File: config.mk
export PLATFORM = sky130hd
export DESIGN_NAME = opcode_sequencer
export DESIGN_NICKNAME = d
export VERILOG_FILES = /design/src/rtl/opcode_sequencer.sv
export SDC_FILE = /design/constraint.sdc
export NUM_CORES = 1
export LEC_CHECK = 0
export CORE_ASPECT_RATIO = 0.75
export CORE_UTILIZATION = 60
export DETAILED_ROUTE_END_ITERATION = 10
export GPL_TIMING_DRIVEN = 0
export PLACE_DENSITY = 0.81
export SLEW_MARGIN = 0
export SYNTH_ARGS = -nofsm -noshare
export SYNTH_HDL_FRONTEND = slang
export SYNTH_SLANG_ARGS = --single-unit
File: constraint.sdc
create_clock -name clk -period 6 [get_ports clk]
set_input_delay 1.2 -clock clk [delete_from_list [all_inputs] [get_ports clk]]
set_output_delay 1.2 -clock clk [all_outputs]
set_load 0.02 [all_outputs]
File: src/rtl/opcode_sequencer.sv
// rtl/opcode_sequencer.sv - program-driven opcode source with valid/ready issue
module opcode_sequencer #(
  parameter int DEPTH = 16,
  parameter int AW    = 4,
  parameter int OP_W  = 4
) (
  input  logic            clk,
  input  logic            rst_n,
  input  logic            prog_we,
  input  logic [AW-1:0]   prog_addr,
  input  logic [OP_W-1:0] prog_data,
  input  logic            start,
  input  logic            stop,
  input  logic            issue_ready,
  output logic [OP_W-1:0] opcode,
  output logic            opcode_valid,
  output logic            busy,
  output logic            done,
  output logic [AW-1:0]   pc
);

  localparam logic [1:0] IDLE    = 2'd0;
  localparam logic [1:0] FETCH   = 2'd1;
  localparam logic [1:0] ISSUE   = 2'd2;
  localparam logic [1:0] DONE_ST = 2'd3;

  localparam logic [OP_W-1:0] OP_NOP  = '0;
  localparam logic [OP_W-1:0] OP_HALT = '1;
  localparam logic [AW-1:0]   LAST_PC = AW'(DEPTH - 1);

  logic [1:0]      state;
  logic [OP_W-1:0] mem [DEPTH];
  logic [OP_W-1:0] cur_word;

  assign cur_word     = mem[pc];
  assign opcode_valid = (state == ISSUE);
  assign busy         = (state != IDLE);
  assign done         = (state == DONE_ST);

  // Program is writable only while idle, so a run always sees a frozen image.
  always_ff @(posedge clk or negedge rst_n) begin
    if (!rst_n) begin
      for (int i = 0; i < DEPTH; i++) mem[i] <= OP_HALT;
    end else if (prog_we && state == IDLE) begin
      mem[prog_addr] <= prog_data;
    end
  end

  always_ff @(posedge clk or negedge rst_n) begin
    if (!rst_n) begin
      state  <= IDLE;
      pc     <= '0;
      opcode <= '0;
    end else if (stop && state != IDLE) begin
      state <= IDLE;
    end else begin
      case (state)
        IDLE: begin
          if (start && !stop) begin
            state <= FETCH;
            pc    <= '0;
          end
        end
        FETCH: begin
          opcode <= cur_word;
          if (cur_word == OP_HALT) begin
            state <= DONE_ST;
          end else if (cur_word == OP_NOP) begin
            if (pc == LAST_PC) state <= DONE_ST;
            else               pc    <= pc + 1'b1;
          end else begin
            state <= ISSUE;
          end
        end
        ISSUE: begin
          // pc never wraps: the last word ends the run after its transfer.
          if (issue_ready) begin
            if (pc == LAST_PC) begin
              state <= DONE_ST;
            end else begin
              pc    <= pc + 1'b1;
              state <= FETCH;
            end
          end
        end
        default: state <= IDLE;
      endcase
    end
  end

endmodule

-- Yosys cells after proc, flatten, opt, wreduce, memory -nomap -nowiden
Cells that the tools add are included.
- ROM bits: 0
- register bits after elaboration: 74
- RAM bits: 0
- output and inout bits: 11
- logic and storage cells: 70
- bits in latches: 0
- bits of input ports: 14
- memories: 0
- shift operators: 0
- add/sub/neg operators: 1
- div/mod/pow operators: 0
- reduce and logical (&&, ||, !) cells: 12
- $mul: 0
- bitwise gates (word level): 3
- eq/ne operators: 12
- order comparisons: 3
- multiplexer cells: 20
- operator list (operator ; number):
    $bwmux W64 ; 1
    $mux W4 ; 8
    $bmux W4 S4 ; 1
    $demux W4 S4 ; 1
    $mux W2 ; 7
    $pmux W4 S3 ; 1
    $ge A5 B5 Y1 const B ; 2
    $not A4 Y5 ; 2
    $eq A4 B4 Y1 const B ; 2
    $ne A2 B2 Y1 const B ; 3
    $pmux W2 S3 ; 1
    $reduce_and A6 Y1 ; 1
    $lt A5 B1 Y1 const B ; 1
    $ne A5 B5 Y1 const B ; 1
    $add A4 B1 Y4 const B ; 1
    $eq A2 B2 Y1 const B ; 2
    $logic_and A1 B1 Y1 ; 4
    $logic_not A4 Y1 ; 1
    $ne A3 B1 Y1 const B ; 1
    $ne A3 B2 Y1 const B ; 1
    $reduce_and A3 Y1 ; 1
    $reduce_bool A3 Y1 ; 1
    $eq A2 B1 Y1 const B ; 1
    $logic_not A2 Y1 ; 1
    other kinds (5) ; 5

-- Depth between registers and ports, before layout
- depth in word-level cells: 9
- gate-level depth with buffers: 8
- gate-level depth less buffers: 8

-- Worst setup path after synthesis
OpenSTA, ideal clock, no wires.
- kind: flip-flop to flip-flop
- start point: register pc[1]
- end point: register pc[1]
- setup time: 67 ps
- path buffers: 1
- period minus slack after synthesis: 2375 ps
- data arrival time: 2308 ps
- cell stages (with the launch flop): 8
- setup slack: 3625 ps
- required time: 5933 ps
- cell sequence: dfrtp_1 buf_6 mux4_1 a22oi_1 nand2_2 o41ai_4 and2_1 a32o_1
- cells in the longest elaborated chain, start to end: 7
- elaborated cells between the ends (all ways): 16
- those cells by class: add/sub (1); eq/ne (4); mux (8); bitwise (1); reduce/logical (2)
- ends and longest elaborated chain (element ; line ; text):
    start, declared ; 19 ; output logic [AW-1:0] pc
    start signal, assigned ; 70 ; else pc <= pc + 1'b1;
    start signal, assigned ; 81 ; pc <= pc + 1'b1;
    $not A4 Y5 (not written as such) ; 35 ; assign cur_word = mem[pc];
    $bmux W4 S4 ; 35 ;
    $mux W4 (not written as such) (2 in series) ; 35 ;
    $eq A4 B4 Y1 / $logic_not A4 Y1 (equally long branches) ; 66, 68 ;
    $ne A2 B2 Y1 (no source line) ; - ;
    $reduce_and A6 Y1 (no source line) ; - ;
Several ways; a longest one is shown, not always the timed one. The select of a mux whose other input is x is not followed.
A chain may end at the register's enable or synchronous reset.

-- Worst setup path after layout
- start point: register state[0]
- end point: output port busy
- cells in the longest elaborated chain, start to end: 1
- ends and longest elaborated chain (element ; line ; text):
    start, declared ; 31 ; logic [1:0] state;
    start signal, assigned ; 51 ; state <= IDLE;
    start signal, assigned ; 55 ; state <= IDLE;
    start signal, assigned ; 60 ; state <= FETCH;
    $reduce_bool A2 Y1 ; 37 ; assign busy = (state != IDLE);
    end, declared ; 17 ; output logic busy,
No other way between the ends.

==> results by stage <==
Placed design:
- The congestion estimate from routability-driven global placement came to 0.855.
- Buffers placed on the I/O ports in this run total 24.
- The half-perimeter wire length of the detailed placement result is 5350 um.
- The worst slack at placement is 2830 ps.

Synth:
- Yosys mapped a number of flops with a built-in enable equal to 0.
- The post-synthesis async set-or-reset flop share is 1.00.
- When the netlist entered floorplanning its net count stood at 276.
- Yosys printed 0 warnings.
- The count of different cell masters after synthesis is 33.
- The total of flip-flops plus latches after synthesis is 74.
- The average instance in the mapped netlist occupies 14.4 um2.
- Synthesis produced a netlist whose cell count is 257.
- The fraction of the yosys area taken by sequential cells is 0.521.
- The most common flop cell mapped by yosys is sky130_fd_sc_hd__dfstp_2.
- The post-synthesis instance area is 3710 um2.

Critical path:
- The category of the worst setup path launch point is a flip-flop.
- The critical path required time is 4800 ps.
- The endpoint class of the critical path is a primary output.
- The maximum fanout along the worst path is 6.
- The critical path starts at state[0]$_DFFE_PN0P_.
- The category of the most critical setup path is reg -> out.
- The data arrival time of the critical path is 1890 ps.
- The count of cells along the worst register-to-register path is 7.
- The launch point of the worst reg-to-reg path is pc[2]$_DFFE_PN0P_.
- The setup check on the worst reg-to-reg path leaves a slack of 3080 ps.
- The endpoint identified for the worst register-to-register timing path is pc[1]$_DFFE_PN0P_.

Timing:
- The number of max-slew violations in the final report is 0.
- The clock tree skew after final layout is 8.11 ps.
- Setup repair after global routing left no endpoint under its margin.
- Of the available clock period, the critical path in the final layout requires 0.516.
- Setup violations remaining at the end of the flow were counted as 0.
- The worst path setup slack after routing is 2910 ps.
- The worst slack on hold paths is 508 ps.
- The maximum clock frequency is 323 MHz.
- The number of failing hold endpoints at the final stage is 0.
- The transition time at the pin with the least slew margin is 932 ps.
- The final critical path time including I/O delays and setup is 3090 ps.
- The remaining max-slew budget at the tightest pin is 0.373.
- The setup TNS after final layout is 0 ps.

Clocking:
- The number of clock buffers added by TritonCTS is 9.
- The clock input transition at the sequential cells of the worst setup and hold paths is 70 ps.
- The number of buffers on the longest clock path is 2.
- The CTS tree is done.
- The clock latency of the later-clocked register in the worst-skew pair is 350 ps.
- The number of gates resized after CTS was 0.
- In this run the number of H-tree levels came out at 3.
- In this run the post-CTS setup repair buffer count came out at 0.
- The root buffer selected by CTS is sky130_fd_sc_hd__clkbuf_8.
- The total clock sinks is 74.
- The cts-stage hold buffer count is 0.

Global route:
- Entering global routing, the biggest net connects 75 pins.
- The total congestion overflow is 0.
- The initial antenna violation count came to 0.
- The first-pass GRT wire length is 12600 um.
- The number of global-route vias before repair was 2379.
- The global-route total usage across every layer is 0.266.

Worst hold path:
- The endpoint of the worst hold-timing path is opcode[2]$_DFFE_PN0P_.
- In this run the worst hold path is classified as reg -> reg.
- Along the worst hold path, the cell count comes to 1.
- The startpoint identified for the worst hold timing path is opcode[2]$_DFFE_PN0P_.

Floorplanning:
- The initialized floorplan defines 24 standard-cell rows.
- The floorplan step defined a die boundary enclosing 6500 um2.
- The core outline area is 5890 um2.
- The total I/O pin count is 25.
- The width of the die is 92.8 um.
- The y dimension of the die is 70.1 um.
- The starting density of the core is 0.630.

Layout:
- The most common cell after layout, fill and taps aside is sky130_fd_sc_hd__mux2_2.
- Compared with the post-synthesis result, the final layout area differs by 16.7%.
- The number of inserted diodes is 0.
- Of the cells placed in the final design, the portion with a size suffix greater than 1 is 0.559.
- Leaving out fill and tap cells, the most frequent cells in the layout are sky130_fd_sc_hd__mux2_2 (68), sky130_fd_sc_hd__dfstp_2 (64), sky130_fd_sc_hd__clkdlybuf4s50_1 (23).
- The final-stage net count is 311.

Detailed routing:
- Once detail routing completed, the nets flagged for antenna violations numbered 0.
- After detailed routing, the number of remaining DRC violations is 0.
- Using the TritonRoute via totals, the vias-per-cell ratio works out to 6.16.
- The detailed router's first-iteration violation count is 167.
- Summed over all layers, the routed wires come to 7580 um.
- The first-pass detailed-route iteration total is 4.
- Dividing the detail-routed wire length by the instance count gives 20.2 um.
- The detailed-route via count is 2310.

Power:
- The power density over cell area is 520 nW/um2.
- Across the VDD grid, the largest voltage drop is 0.283 mV.
- Power comes to 0.00225 W.
- The leakage power total is 1.71 nW.

Flow run:
- Across the run, the number of max-cap violations was 0.

Run status:
- The run finished with clean final reports.
==> cell usage after synthesis (3+ instances only) <==
cell,instances,area (um2)
sky130_fd_sc_hd__nor3_1,3,15.0
sky130_fd_sc_hd__mux2_2,68,766
sky130_fd_sc_hd__nor2b_1,3,18.8
sky130_fd_sc_hd__clkbuf_1,6,22.5
sky130_fd_sc_hd__dfstp_2,64,1680
sky130_fd_sc_hd__and3_1,3,18.8
sky130_fd_sc_hd__inv_1,3,11.3
sky130_fd_sc_hd__and2_1,3,18.8
sky130_fd_sc_hd__a21oi_1,5,25.0
sky130_fd_sc_hd__mux4_1,8,210
sky130_fd_sc_hd__o22ai_1,3,18.8
sky130_fd_sc_hd__nand2_1,13,48.8
sky130_fd_sc_hd__ha_1,5,62.6
sky130_fd_sc_hd__nand3_1,5,25.0
sky130_fd_sc_hd__nor2_1,15,56.3
sky130_fd_sc_hd__a22oi_1,6,45.0
sky130_fd_sc_hd__mux4_2,8,180
sky130_fd_sc_hd__nand2b_1,6,37.5
sky130_fd_sc_hd__dfrtp_1,10,250
sky130_fd_sc_hd__a31oi_1,4,25.0
==> cell type report <==
cell class | instances | area, um2
plain buffers | 8 | 53.8
clock buffers | 12 | 165
clock inverters | 4 | 120
fillers | 390 | 1560
inverters | 3 | 11.3
multi-input cells | 172 | 1710
flip-flops and latches | 74 | 1930
well taps | 78 | 97.6
repair buffers | 24 | 238
==> sequential cells by signal, summed over array words and instances, names as in the netlist <==
name and count:
mem 64, opcode 4, pc 4, state 2
==> worst max-delay path by stage <==
stage | slack (ps) | cells after the start | to
6_report | 2910 | 4 | busy
5_1_grt | 2800 | 4 | busy
4_1_cts | 2890 | 4 | busy
3_5_place_dp | 2830 | 4 | mem[48]$_DFFE_PN1P_
3_3_place_gp | 1330 | 1 | opcode[1]$_DFFE_PN0P_
2_1_floorplan | 3620 | 7 | pc[1]$_DFFE_PN0P_
==> routing by layer <==
| metal | global-route usage | vias up | share of wire |
|---|---|---|---|
| met3 | 0.0850 | 13 | 0.051 |
| met1 | 0.372 | 1195 | 0.46 |
| met4 | 0.0923 | 0 | 0.018 |
| met2 | 0.395 | 58 | 0.48 |
| li1 | - | 1044 | - |
| met5 | 0 | - | 0 |
==> where the power goes <==
group | total [W] | leakage [nW] | internal (W) | switching, W
clock | 0.000533 | 0.143 | 0.000352 | 0.000180
sequential | 0.000977 | 0.800 | 0.000862 | 0.000115
combinational | 0.000742 | 0.772 | 0.000402 | 0.000340
total | 0.00225 | 1.71 | 0.00162 | 0.000635
==> kinds of logic (layout without fill, tap and decap cells) <==
logic type,after synthesis,after routing,synth area share
AND/OR/NAND/NOR,58,58,0.0789
buffers and inverters,11,51,0.0175
AO/OA/AOI/OAI,24,24,0.0513
flip-flops,74,74,0.521
multiplexers,85,85,0.314
adder cells (fa/ha/maj),5,5,0.0169
==> stage by stage <==
stage	instance area, um2	std cells	util
final	4330	375	0.736
after global routing	4330	375	0.736
after CTS	4330	375	0.736
after detailed placement	4040	359	0.687
after global placement	4050	359	0.688
after floorplan	3710	257	-
==> worst max-delay path: stages, from the launching register on <==
cell and delay (ps):
sky130_fd_sc_hd__dfrtp_1 400, sky130_fd_sc_hd__inv_1 150, sky130_fd_sc_hd__ha_1 320, sky130_fd_sc_hd__inv_1 120
sky130_fd_sc_hd__clkdlybuf4s50_1 550
No activity file was read; power rests on OpenSTA's default activity.
